[config.mk]
export PLATFORM = sky130hd
export DESIGN_NAME = dino_renderer_flat
export DESIGN_NICKNAME = d
export VERILOG_FILES = /design/src/rtl/dino_pkg.sv /design/src/rtl/dino_renderer_if.sv /design/src/rtl/dino_jump_fsm.sv /design/src/rtl/dino_renderer.sv /design/src/flat_wrapper.sv
export SDC_FILE = /design/constraint.sdc
export NUM_CORES = 1
export LEC_CHECK = 0
export ABC_AREA = 1
export CORE_ASPECT_RATIO = 0.6
export CORE_MARGIN = 5
export CORE_UTILIZATION = 45
export CTS_CLUSTER_SIZE = 20
export DETAILED_ROUTE_END_ITERATION = 8
export PLACE_DENSITY = 0.64
export SLEW_MARGIN = 40
export SYNTH_ARGS = -nofsm -noshare
export SYNTH_HDL_FRONTEND = slang
export SYNTH_SLANG_ARGS = --single-unit
[constraint.sdc]
create_clock -name vga_clk -period 5.8 [get_ports vga_clk]
set_input_delay 1.16 -clock vga_clk [delete_from_list [all_inputs] [get_ports vga_clk]]
set_output_delay 1.16 -clock vga_clk [all_outputs]
set_load 0.02 [all_outputs]
[src/rtl/dino_pkg.sv]
// dino_pkg: shared types and constants for the dino renderer slice.
//   jump_state_e  - jump FSM state (IDLE, RISE, FALL)
//   H_VISIBLE / V_VISIBLE - visible screen size in pixels
//   SPRITE_SIZE   - dino block edge length in pixels
//   HEIGHT_W / VEL_W - widths of the jump height and velocity registers
//   ROW_W / COL_W - widths of the generator row/column addresses
package dino_pkg;

  typedef enum logic [1:0] {
    IDLE = 2'd0,
    RISE = 2'd1,
    FALL = 2'd2
  } jump_state_e;

  localparam int H_VISIBLE   = 640;
  localparam int V_VISIBLE   = 480;
  localparam int SPRITE_SIZE = 32;
  localparam int HEIGHT_W    = 8;
  localparam int VEL_W       = 5;
  localparam int ROW_W       = 9;
  localparam int COL_W       = 10;

endpackage

[src/rtl/dino_renderer_if.sv]
// dino_renderer_if: pixel request bus between the VGA timing generator
// (master) and the pixel source (slave).
//   rdn      - request strobe, active-low; low marks a visible pixel request
//   row_addr - requested row
//   col_addr - requested column
//   px       - pixel answer, 1 = black
// Handshake: a request is valid in any cycle where rdn = 0. There is no
// ready; the slave must answer combinationally in that same cycle, and px
// must read 0 whenever rdn = 1.
interface dino_renderer_if;
  import dino_pkg::*;

  logic             rdn;
  logic [ROW_W-1:0] row_addr;
  logic [COL_W-1:0] col_addr;
  logic             px;

  modport master (output rdn, output row_addr, output col_addr, input px);
  modport slave  (input rdn, input row_addr, input col_addr, output px);

endinterface

[src/rtl/dino_jump_fsm.sv]
// dino_jump_fsm: per-frame jump/gravity state machine for the dino.
//   vga_clk, clrn - pixel clock, asynchronous active-low reset
//   frame_update  - one-cycle strobe; all jump state advances only here
//   jump          - asynchronous button level
//   height        - current height above ground in pixels
//   airborne      - high while in RISE or FALL
//   state         - current FSM state, exposed for debug
// The button is synchronized and latched into jump_req while IDLE, so a
// press of any length between frame updates starts a jump at the next one.
module dino_jump_fsm
  import dino_pkg::*;
#(
  parameter int JUMP_V = 12
) (
  input  logic                vga_clk,
  input  logic                clrn,
  input  logic                frame_update,
  input  logic                jump,
  output logic [HEIGHT_W-1:0] height,
  output logic                airborne,
  output jump_state_e         state
);

  localparam logic [VEL_W-1:0] JUMP_VEL = VEL_W'(JUMP_V);

  logic sync1_q, sync2_q;
  logic jump_req_q, jump_req_d;

  jump_state_e         state_q;
  logic [HEIGHT_W-1:0] height_q;
  logic [VEL_W-1:0]    vel_q;
  logic                airborne_q;
  logic [VEL_W-1:0]    fall_nv;

  // Clearing on frame_update wins over setting, so a request is consumed
  // exactly once by the update that reads it.
  always_comb begin
    jump_req_d = jump_req_q | (sync2_q & (state_q == IDLE));
    if (frame_update) jump_req_d = 1'b0;
  end

  always_ff @(posedge vga_clk or negedge clrn) begin
    if (!clrn) begin
      sync1_q    <= 1'b0;
      sync2_q    <= 1'b0;
      jump_req_q <= 1'b0;
    end else begin
      sync1_q    <= jump;
      sync2_q    <= sync1_q;
      jump_req_q <= jump_req_d;
    end
  end

  // Falling speed after this frame's gravity step.
  assign fall_nv = vel_q + VEL_W'(1);

  always_ff @(posedge vga_clk or negedge clrn) begin
    if (!clrn) begin
      state_q    <= IDLE;
      height_q   <= '0;
      vel_q      <= '0;
      airborne_q <= 1'b0;
    end else if (frame_update) begin
      case (state_q)
        IDLE: begin
          if (jump_req_q) begin
            state_q    <= RISE;
            vel_q      <= JUMP_VEL;
            airborne_q <= 1'b1;
          end
        end
        RISE: begin
          height_q <= height_q + HEIGHT_W'(vel_q);
          if (vel_q == VEL_W'(1)) begin
            state_q <= FALL;
            vel_q   <= '0;
          end else begin
            vel_q <= vel_q - VEL_W'(1);
          end
        end
        FALL: begin
          // Landing clamps to the ground instead of letting height wrap.
          if (height_q <= HEIGHT_W'(fall_nv)) begin
            state_q    <= IDLE;
            height_q   <= '0;
            vel_q      <= '0;
            airborne_q <= 1'b0;
          end else begin
            height_q <= height_q - HEIGHT_W'(fall_nv);
            vel_q    <= fall_nv;
          end
        end
        default: begin
          state_q    <= IDLE;
          height_q   <= '0;
          vel_q      <= '0;
          airborne_q <= 1'b0;
        end
      endcase
    end
  end

  assign height   = height_q;
  assign airborne = airborne_q;
  assign state    = state_q;

endmodule

[src/rtl/dino_renderer.sv]
// dino_renderer: monochrome pixel source for the VGA timing generator.
// Draws a solid ground band, an optional scrolling dashed ground texture
// and a 32x32 dino block that jumps under a per-frame gravity model.
//   vga_clk, clrn - pixel clock, asynchronous active-low reset
//   vga           - pixel request bus (slave side): rdn/row_addr/col_addr in,
//                   px out with zero latency
//   jump          - asynchronous jump button level
//   frame_tick    - one-cycle pulse after the last visible pixel of a frame
//   airborne      - high while the dino is rising or falling
//   dbg_state     - jump FSM state, for debug visibility
// Build option: define GROUND_TEXTURE_EN to include the scrolling texture;
// without it the offset counter is absent and texture rows stay white.
module dino_renderer
  import dino_pkg::*;
#(
  parameter int GROUND_Y = 400,
  parameter int DINO_X   = 64,
  parameter int JUMP_V   = 12
`ifdef GROUND_TEXTURE_EN
  , parameter int SCROLL_SPEED = 4
`endif
) (
  input  logic                  vga_clk,
  input  logic                  clrn,
  dino_renderer_if.slave        vga,
  input  logic                  jump,
  output logic                  frame_tick,
  output logic                  airborne,
  output jump_state_e           dbg_state
);

  localparam logic [ROW_W-1:0] LAST_ROW = ROW_W'(V_VISIBLE - 1);
  localparam logic [COL_W-1:0] LAST_COL = COL_W'(H_VISIBLE - 1);
  localparam logic [9:0]       GND_TOP  = 10'(GROUND_Y);
  localparam logic [9:0]       GND_BOT  = 10'(GROUND_Y + 8);
  localparam logic [9:0]       DINO_TOP = 10'(GROUND_Y - SPRITE_SIZE);
  localparam logic [COL_W-1:0] DINO_L   = COL_W'(DINO_X);
  localparam logic [COL_W-1:0] DINO_R   = COL_W'(DINO_X + SPRITE_SIZE);

  logic                frame_cond;
  logic                frame_tick_q, frame_tick_d;
  logic [HEIGHT_W-1:0] height;
  logic [9:0]          row10;
  logic [9:0]          dino_y;
  logic                ground, texture, dino;

  // The last visible pixel only ever appears once per frame with rdn low;
  // during blanking row_addr aliases through the same values with rdn high.
  assign frame_cond = !vga.rdn && (vga.row_addr == LAST_ROW) &&
                      (vga.col_addr == LAST_COL);

  always_comb frame_tick_d = frame_cond;

  always_ff @(posedge vga_clk or negedge clrn) begin
    if (!clrn) frame_tick_q <= 1'b0;
    else       frame_tick_q <= frame_tick_d;
  end

  dino_jump_fsm #(
    .JUMP_V (JUMP_V)
  ) u_jump_fsm (
    .vga_clk      (vga_clk),
    .clrn         (clrn),
    .frame_update (frame_cond),
    .jump         (jump),
    .height       (height),
    .airborne     (airborne),
    .state        (dbg_state)
  );

`ifdef GROUND_TEXTURE_EN
  localparam logic [9:0] TEX_BOT = 10'(GROUND_Y + 12);

  logic [COL_W-1:0] offset_q, offset_d;
  logic [COL_W-1:0] tex_col;

  always_comb begin
    offset_d = offset_q;
    if (frame_cond) offset_d = offset_q + COL_W'(SCROLL_SPEED);
  end

  always_ff @(posedge vga_clk or negedge clrn) begin
    if (!clrn) offset_q <= '0;
    else       offset_q <= offset_d;
  end

  // 10-bit add wraps modulo 1024; dashes are 8 on / 24 off.
  assign tex_col = vga.col_addr + offset_q;
  assign texture = (row10 >= GND_BOT) && (row10 < TEX_BOT) &&
                   (tex_col[4:0] < 5'd8);
`else
  assign texture = 1'b0;
`endif

  assign row10  = {1'b0, vga.row_addr};
  // Shifting the row down by the height avoids subtracting from GROUND_Y.
  assign dino_y = row10 + 10'(height);

  assign ground = (row10 >= GND_TOP) && (row10 < GND_BOT);
  assign dino   = (vga.col_addr >= DINO_L) && (vga.col_addr < DINO_R) &&
                  (dino_y >= DINO_TOP) && (dino_y < GND_TOP);

  assign vga.px     = !vga.rdn && (ground || texture || dino);
  assign frame_tick = frame_tick_q;

endmodule

[src/flat_wrapper.sv]
// flat-port wrapper written by rule: the top's interface ports become plain ports
module dino_renderer_flat import dino_pkg::*;
#(
  parameter int GROUND_Y = 400,
  parameter int DINO_X   = 64,
  parameter int JUMP_V   = 12

)
  (vga_clk, clrn, jump, frame_tick, airborne, dbg_state, vga_rdn, vga_row_addr, vga_col_addr, vga_px);
  dino_renderer_if vga_i ();
  input  logic vga_clk;
  input  logic clrn;
  input  logic jump;
  output logic frame_tick;
  output logic airborne;
  output jump_state_e dbg_state;
  input wire logic [$bits(vga_i.rdn)-1:0] vga_rdn;
  input wire logic [$bits(vga_i.row_addr)-1:0] vga_row_addr;
  input wire logic [$bits(vga_i.col_addr)-1:0] vga_col_addr;
  output wire logic [$bits(vga_i.px)-1:0] vga_px;
  assign vga_i.rdn = vga_rdn;
  assign vga_i.row_addr = vga_row_addr;
  assign vga_i.col_addr = vga_col_addr;
  assign vga_px = vga_i.px;
  dino_renderer #(.GROUND_Y(GROUND_Y), .DINO_X(DINO_X), .JUMP_V(JUMP_V)) u_core (.vga_clk(vga_clk), .clrn(clrn), .vga(vga_i), .jump(jump), .frame_tick(frame_tick), .airborne(airborne), .dbg_state(dbg_state));
endmodule
* Word level (Yosys, flattened, before mapping) *
Index checks and enable logic that the tools add are counted.

operators by class
  add/subtract/negate cells = 5
  order comparisons = 7
  eq/ne operators = 8
  muxes and demuxes = 14
  bitwise gates (word level) = 4
  reduce and logical (&&, ||, !) cells = 14

operators with widths
  kind                                                                 number
  case mux 8 bit (3 select lines)                                      1
  2-to-1 mux 5 bit                                                     3
  case mux 5 bit (3 select lines)                                      1
  adder 9 x 8 -> 10 bit                                                1
  == test 10 bit (second input constant)                               1
  greater-or-equal comparator 10 x 7 -> 1 bit (second input constant)  1
  greater-or-equal comparator 10 x 9 -> 1 bit (second input constant)  1
  less-than comparator 10 x 7 -> 1 bit (second input constant)         1
  less-than comparator 10 x 9 -> 1 bit (second input constant)         1
  == test 9 bit (second input constant)                                1
  greater-or-equal comparator 9 bit (second input constant)            1
  less-than comparator 9 bit (second input constant)                   1
  adder 8 x 5 -> 8 bit                                                 1
  less-or-equal comparator 8 x 5 -> 1 bit                              1
  2-to-1 mux 8 bit                                                     1
  AND reduction 4 bit                                                  2
  subtractor 8 x 5 -> 8 bit                                            1
  logical AND 1 bit                                                    7
  2-to-1 mux 2 bit                                                     3
  != test 2 bit (second input constant)                                3
  case mux 2 bit (3 select lines)                                      1
  adder 5 x 1 -> 5 bit (second input constant)                         1
  == test 5 x 1 -> 1 bit (second input constant)                       1
  subtractor 5 x 1 -> 5 bit (second input constant)                    1
  11 further kinds                                                     15

word-level totals
  bits in registers = 20
  input bits = 23
  output and inout bits = 5
  logic and storage cells = 60

* Logic depth before layout (Yosys ltp) *
  depth after elaboration = 6
  gate-level depth with buffers = 17
  depth with buffers taken out = 16

* Modules after synthesis *
A second synthesis with hierarchy kept.

unflattened totals
  cells, all modules = 345
  area, all modules = 2237.1 µm²

by module, submodules not included
  module         times used  cells an instance  area each (µm²)  sequential area each (µm²)
  dino_jump_fsm  1           232                1601.5           475.5
  dino_renderer  1           113                635.6            25.0

* Least setup slack after synthesis *
OpenSTA, ideal clock, no wires.

  path kind = input to output
  from = in vga_row_addr[0]
  to = out vga_px
  arrival time = 2486 ps
  required time = 4640 ps
  path slack = 2154 ps
  stages = 10
  buffers on the path = 0
  cell sequence = ha_1 -> fa_1 -> nand2_1 -> nand2_1 -> and2_1 -> xor2_1 -> inv_1 -> nand2_1 -> nand3_1 -> nand2_1

between the ends
  longest elaborated chain between the ends = 6
  elaborated cells between the ends (all ways) = 10
  classes of those cells = add/sub (1); order compare (4); reduce/logical (5)

ends and longest elaborated chain
  item                                         RTL line              text
  start: declaration                           flat_wrapper.sv:18    input wire logic [$bits(vga_i.row_addr)-1:0] vga_row_addr;
  adder 9 x 8 -> 10 bit                        dino_renderer.sv:97   assign dino_y = row10 + 10'(height);
  greater-or-equal comparator 10 x 9 -> 1 bit  dino_renderer.sv:101  (dino_y >= DINO_TOP) && (dino_y < GND_TOP);
  logical AND 1 bit                            dino_renderer.sv:100  assign dino = (vga.col_addr >= DINO_L) && (vga.col_addr < DINO_R) &&
  logical AND 1 bit                            dino_renderer.sv:101
  logical OR 1 bit (*)                         dino_renderer.sv:103  assign vga.px = !vga.rdn && (ground || texture || dino);
  logical AND 1 bit (*)                        dino_renderer.sv:103
  end: declaration                             flat_wrapper.sv:20    output wire logic [$bits(vga_i.px)-1:0] vga_px;

Every way passes the cells marked *; elsewhere a longest branch is shown, timed or not.

* Worst setup path in the final report *
Same ends and word-level chain as after synthesis.

==> impl_results.rst <==
.. list-table::
   :header-rows: 1

   * - Metric
     - Value
   * - Result of the run
     - finished, final reports clean
   * - Final wirelength
     - roughly 5800 µm
   * - Total of fill cells in the finished design
     - 494
   * - Post-synth top flop
     - sky130_fd_sc_hd__dfrtp_1
   * - Detailed router's first-iteration violation count
     - 151
   * - Peak supply drop
     - 85.0 µV
   * - Clock latency of the later-clocked register in the worst-skew pair
     - 0.26 ns
   * - Number of gates resized after CTS
     - 0
   * - Port Buffer Count
     - 27
   * - Number of flops mapped to enable cells by yosys
     - 0
   * - Die height
     - 65.6 µm
   * - Critical path launch point
     - vga_row_addr[0]
   * - Number of max-slew violations in the final report
     - 0
   * - MaxCap Viol Count
     - 0
   * - Register area share after synthesis
     - 0.216
   * - Clock tree from TritonCTS
     - yes
   * - Static leakage power
     - 1.50 nW
   * - Overall power after layout
     - between 300 and 400 µW
   * - Combined area of all synthesized cells
     - 0.00232 mm²
   * - I/O pin cnt
     - 28
   * - Placed wire-length estimate after detailed placement
     - 4920 µm
   * - Data required time of the worst path
     - 4.64 ns
   * - Max H-tree Level
     - 1
   * - Vias in the first global route
     - 2069
   * - Relative slew slack
     - 0.679
   * - Nets in the synthesized netlist
     - 395
   * - Number of remaining DRC errors
     - 0
   * - PwrDens
     - 119 mW/mm²
   * - Quantity of hold-fixing buffers added after cts
     - 0
   * - Via count
     - 2238
   * - Number of instances in the synthesized netlist
     - 344
   * - Average wire per cell in the routed design
     - 13.3 µm
   * - Antenna diode count
     - 0
   * - Worst Max-Slew Pin Slew
     - between 0.4 and 0.5 ns
   * - Count of buffers added by post-CTS timing repair for setup
     - 0
   * - Final period util
     - 0.830
   * - Setup Total Neg Slack
     - 0 ns
   * - Buffer depth of the longest clock path
     - 2
   * - Post-synthesis sequential element count
     - 20
   * - Number of antenna violations at the first check in global routing
     - 0
   * - Area Overhead vs Synth
     - 16.9%
   * - Avg Synthesized Cell Area
     - 6.75 µm²
   * - Number of vias per cell
     - 5.11
   * - Yosys warning total
     - 0
   * - Std-Cell Core Area
     - 0.00503 mm²
   * - Maximum fanout along the worst path
     - 3
   * - TritonRoute pass-1 iters
     - 4
   * - Number of buffers added by the clock tree synthesis step
     - 3
   * - Synth cell types
     - 37
   * - Period minus WS final
     - approximately 4.8 ns
   * - Global router's overall resource usage
     - 0.190
   * - Arrival time of data at the critical path endpoint
     - between 3 and 4 ns
   * - Final Hold Vio Count
     - 0
   * - Clock transition at path regs
     - 0.08 ns
   * - Startpoint of the most critical hold path
     - u_core.u_jump_fsm.sync1_q$_DFF_PN0_
   * - Category of the worst setup path launch point
     - input pin
   * - Total overflow reported by the global router
     - 0
   * - Crit end category
     - primary output
   * - FF/Latch Area
     - between 500 and 600 µm²
   * - Fmax
     - 208 MHz
   * - Share of cells above drive strength 1
     - 0.0753
   * - Number of rows created at floorplan
     - 20
   * - Global-route wire length before repair
     - 10100 µm
   * - Number of nets still failing antenna checks after routing
     - 0
   * - Starting density of the core
     - 0.462
   * - Reg-to-reg startpoint
     - u_core.u_jump_fsm.vel_q[1]$_DFFE_PN0P_
   * - Horizontal die dimension
     - 103 µm
   * - Clk sinks
     - 20
   * - Unrepaired setup endpoints after global routing
     - no
   * - Clock tree root buffer cell
     - sky130_fd_sc_hd__clkbuf_8
   * - Final RePlAce weighted congestion
     - between 0.9 and 1
   * - Clock Skew
     - 0.00369 ns
   * - Critical Setup Path Class
     - in -> out
   * - Setup violation total in the final timing report
     - 0
   * - Final-stage net count
     - between 400 and 500
   * - Pin count of the biggest net entering global routing
     - 21
   * - Multi-input logic area
     - about 0.0016 mm²
   * - Post-synthesis async set-or-reset flop share
     - 1.00
   * - Worst Hold Class
     - reg -> reg
   * - Die outline area
     - between 0.006 and 0.007 mm²
-- where the power goes --
part           switching (mW)  internal, mW
combinational          0.0209        0.0193
sequential           0.000189         0.140
clock                  0.0508        0.0922
total                  0.0719         0.251
-- cell usage after synthesis, drive strengths merged (2+ instances only) --
library cell | count | share of area
o22ai | 2 | 0.0054
o21ai | 15 | 0.037
fa | 3 | 0.026
buf | 2 | 0.0097
nor4 | 3 | 0.0081
o211ai | 2 | 0.0065
nand4 | 10 | 0.030
nor2 | 25 | 0.062
dfrtp | 20 | 0.22
nor3 | 3 | 0.0086
a21o | 2 | 0.0065
xnor2 | 4 | 0.015
nand3 | 38 | 0.088
ha | 25 | 0.13
xor2 | 8 | 0.030
or2 | 2 | 0.0054
nand2 | 115 | 0.19
a21oi | 12 | 0.026
inv | 47 | 0.078
-- kinds of logic (layout without fill, tap and decap cells) --
family / Yosys count / in the layout / synth area share
simple gates: 200 / 200 / 0.406
buf+inv: 51 / 79 / 0.0911
compound gates: 33 / 33 / 0.0814
fa+ha+maj: 28 / 28 / 0.161
flops: 20 / 20 / 0.216
xor+xnor: 12 / 12 / 0.0453
-- stage by stage --
| step | std cells | util | instance area (µm²) | worst slack, ns | hold slack [ns] |
|---|---|---|---|---|---|
| after floorplan | 344 | - | 2320 | 2.15 | 0.331 |
| after global placement | 434 | 0.527 | 2650 | 1.07 | 0.335 |
| after detailed placement | 434 | 0.526 | 2640 | 1.00 | 0.341 |
| after CTS | 438 | 0.540 | 2720 | 0.987 | 0.362 |
| after global routing | 438 | 0.540 | 2720 | 0.776 | 0.385 |
| final | 438 | 0.540 | 2720 | 0.986 | 0.358 |
-- cell type report --
cell class,instances,area share
clock buffers,3,0.0152
clock inverters,1,0.0111
inverters,48,0.0682
multi-input cells,273,0.593
flip-flops and latches,20,0.184
well taps,66,0.0304
repair buffers,27,0.0977
-- per-layer routing --
metal / vias up / GRT usage / wire length, µm
li1: 1177 / - / -
met1: 1003 / 0.324 / 3320
met2: 56 / 0.248 / 2170
met3: 2 / 0.0329 / 338
met4: 0 / 0.0129 / 4
met5: - / 0 / 0
-- final timing paths --
check	end	slack [ns]	cells after the start
max in group asynchronous	u_core.u_jump_fsm.height[6]$_DFFE_PN0P_	4.63	1
setup reg to reg	u_core.u_jump_fsm.state[0]$_DFFE_PN0P_	3.14	13
hold / removal	u_core.u_jump_fsm.sync2_q$_DFF_PN0_	0.36	0
min in group asynchronous	u_core.u_jump_fsm.vel_q[2]$_DFFE_PN0P_	0.84	1
hold reg to reg	u_core.u_jump_fsm.sync2_q$_DFF_PN0_	0.36	0
setup / recovery	vga_px	0.99	13
-- sequential cells by signal (all words and copies together), names as in the netlist --
name and count:
u_core.frame_tick 1, u_core.u_jump_fsm.airborne 1, u_core.u_jump_fsm.height 8, u_core.u_jump_fsm.jump_req_q 1, u_core.u_jump_fsm.state 2, u_core.u_jump_fsm.sync1_q 1, u_core.u_jump_fsm.sync2_q 1, u_core.u_jump_fsm.vel_q 5
-- worst max-delay path: stages --
cell and delay (ns):
sky130_fd_sc_hd__clkdlybuf4s50_1 0.43, sky130_fd_sc_hd__ha_1 0.24, sky130_fd_sc_hd__fa_1 0.41, sky130_fd_sc_hd__nand2_1 0.08
sky130_fd_sc_hd__nand2_1 0.08, sky130_fd_sc_hd__nand3_1 0.14, sky130_fd_sc_hd__nand3_1 0.10, sky130_fd_sc_hd__nand2_1 0.08
sky130_fd_sc_hd__nand3_1 0.10, sky130_fd_sc_hd__nand2_1 0.07, sky130_fd_sc_hd__nand3_1 0.09, sky130_fd_sc_hd__nand2_1 0.07
sky130_fd_sc_hd__clkdlybuf4s50_1 0.60
-- placed cells by master (no fill, tap or decap), types with 4 or more instances in the layout --
cell type and count:
sky130_fd_sc_hd__nand4_1 9, sky130_fd_sc_hd__o21ai_1 9, sky130_fd_sc_hd__clkdlybuf4s50_1 26, sky130_fd_sc_hd__dfrtp_1 20
sky130_fd_sc_hd__o21ai_0 5, sky130_fd_sc_hd__nand2_1 112, sky130_fd_sc_hd__nand3_1 35, sky130_fd_sc_hd__nor2_1 18
sky130_fd_sc_hd__xnor2_1 4, sky130_fd_sc_hd__ha_1 25, sky130_fd_sc_hd__a21oi_1 12, sky130_fd_sc_hd__nor2_4 4
sky130_fd_sc_hd__xor2_1 8, sky130_fd_sc_hd__inv_1 43
No activity file was read; power rests on OpenSTA's default activity.
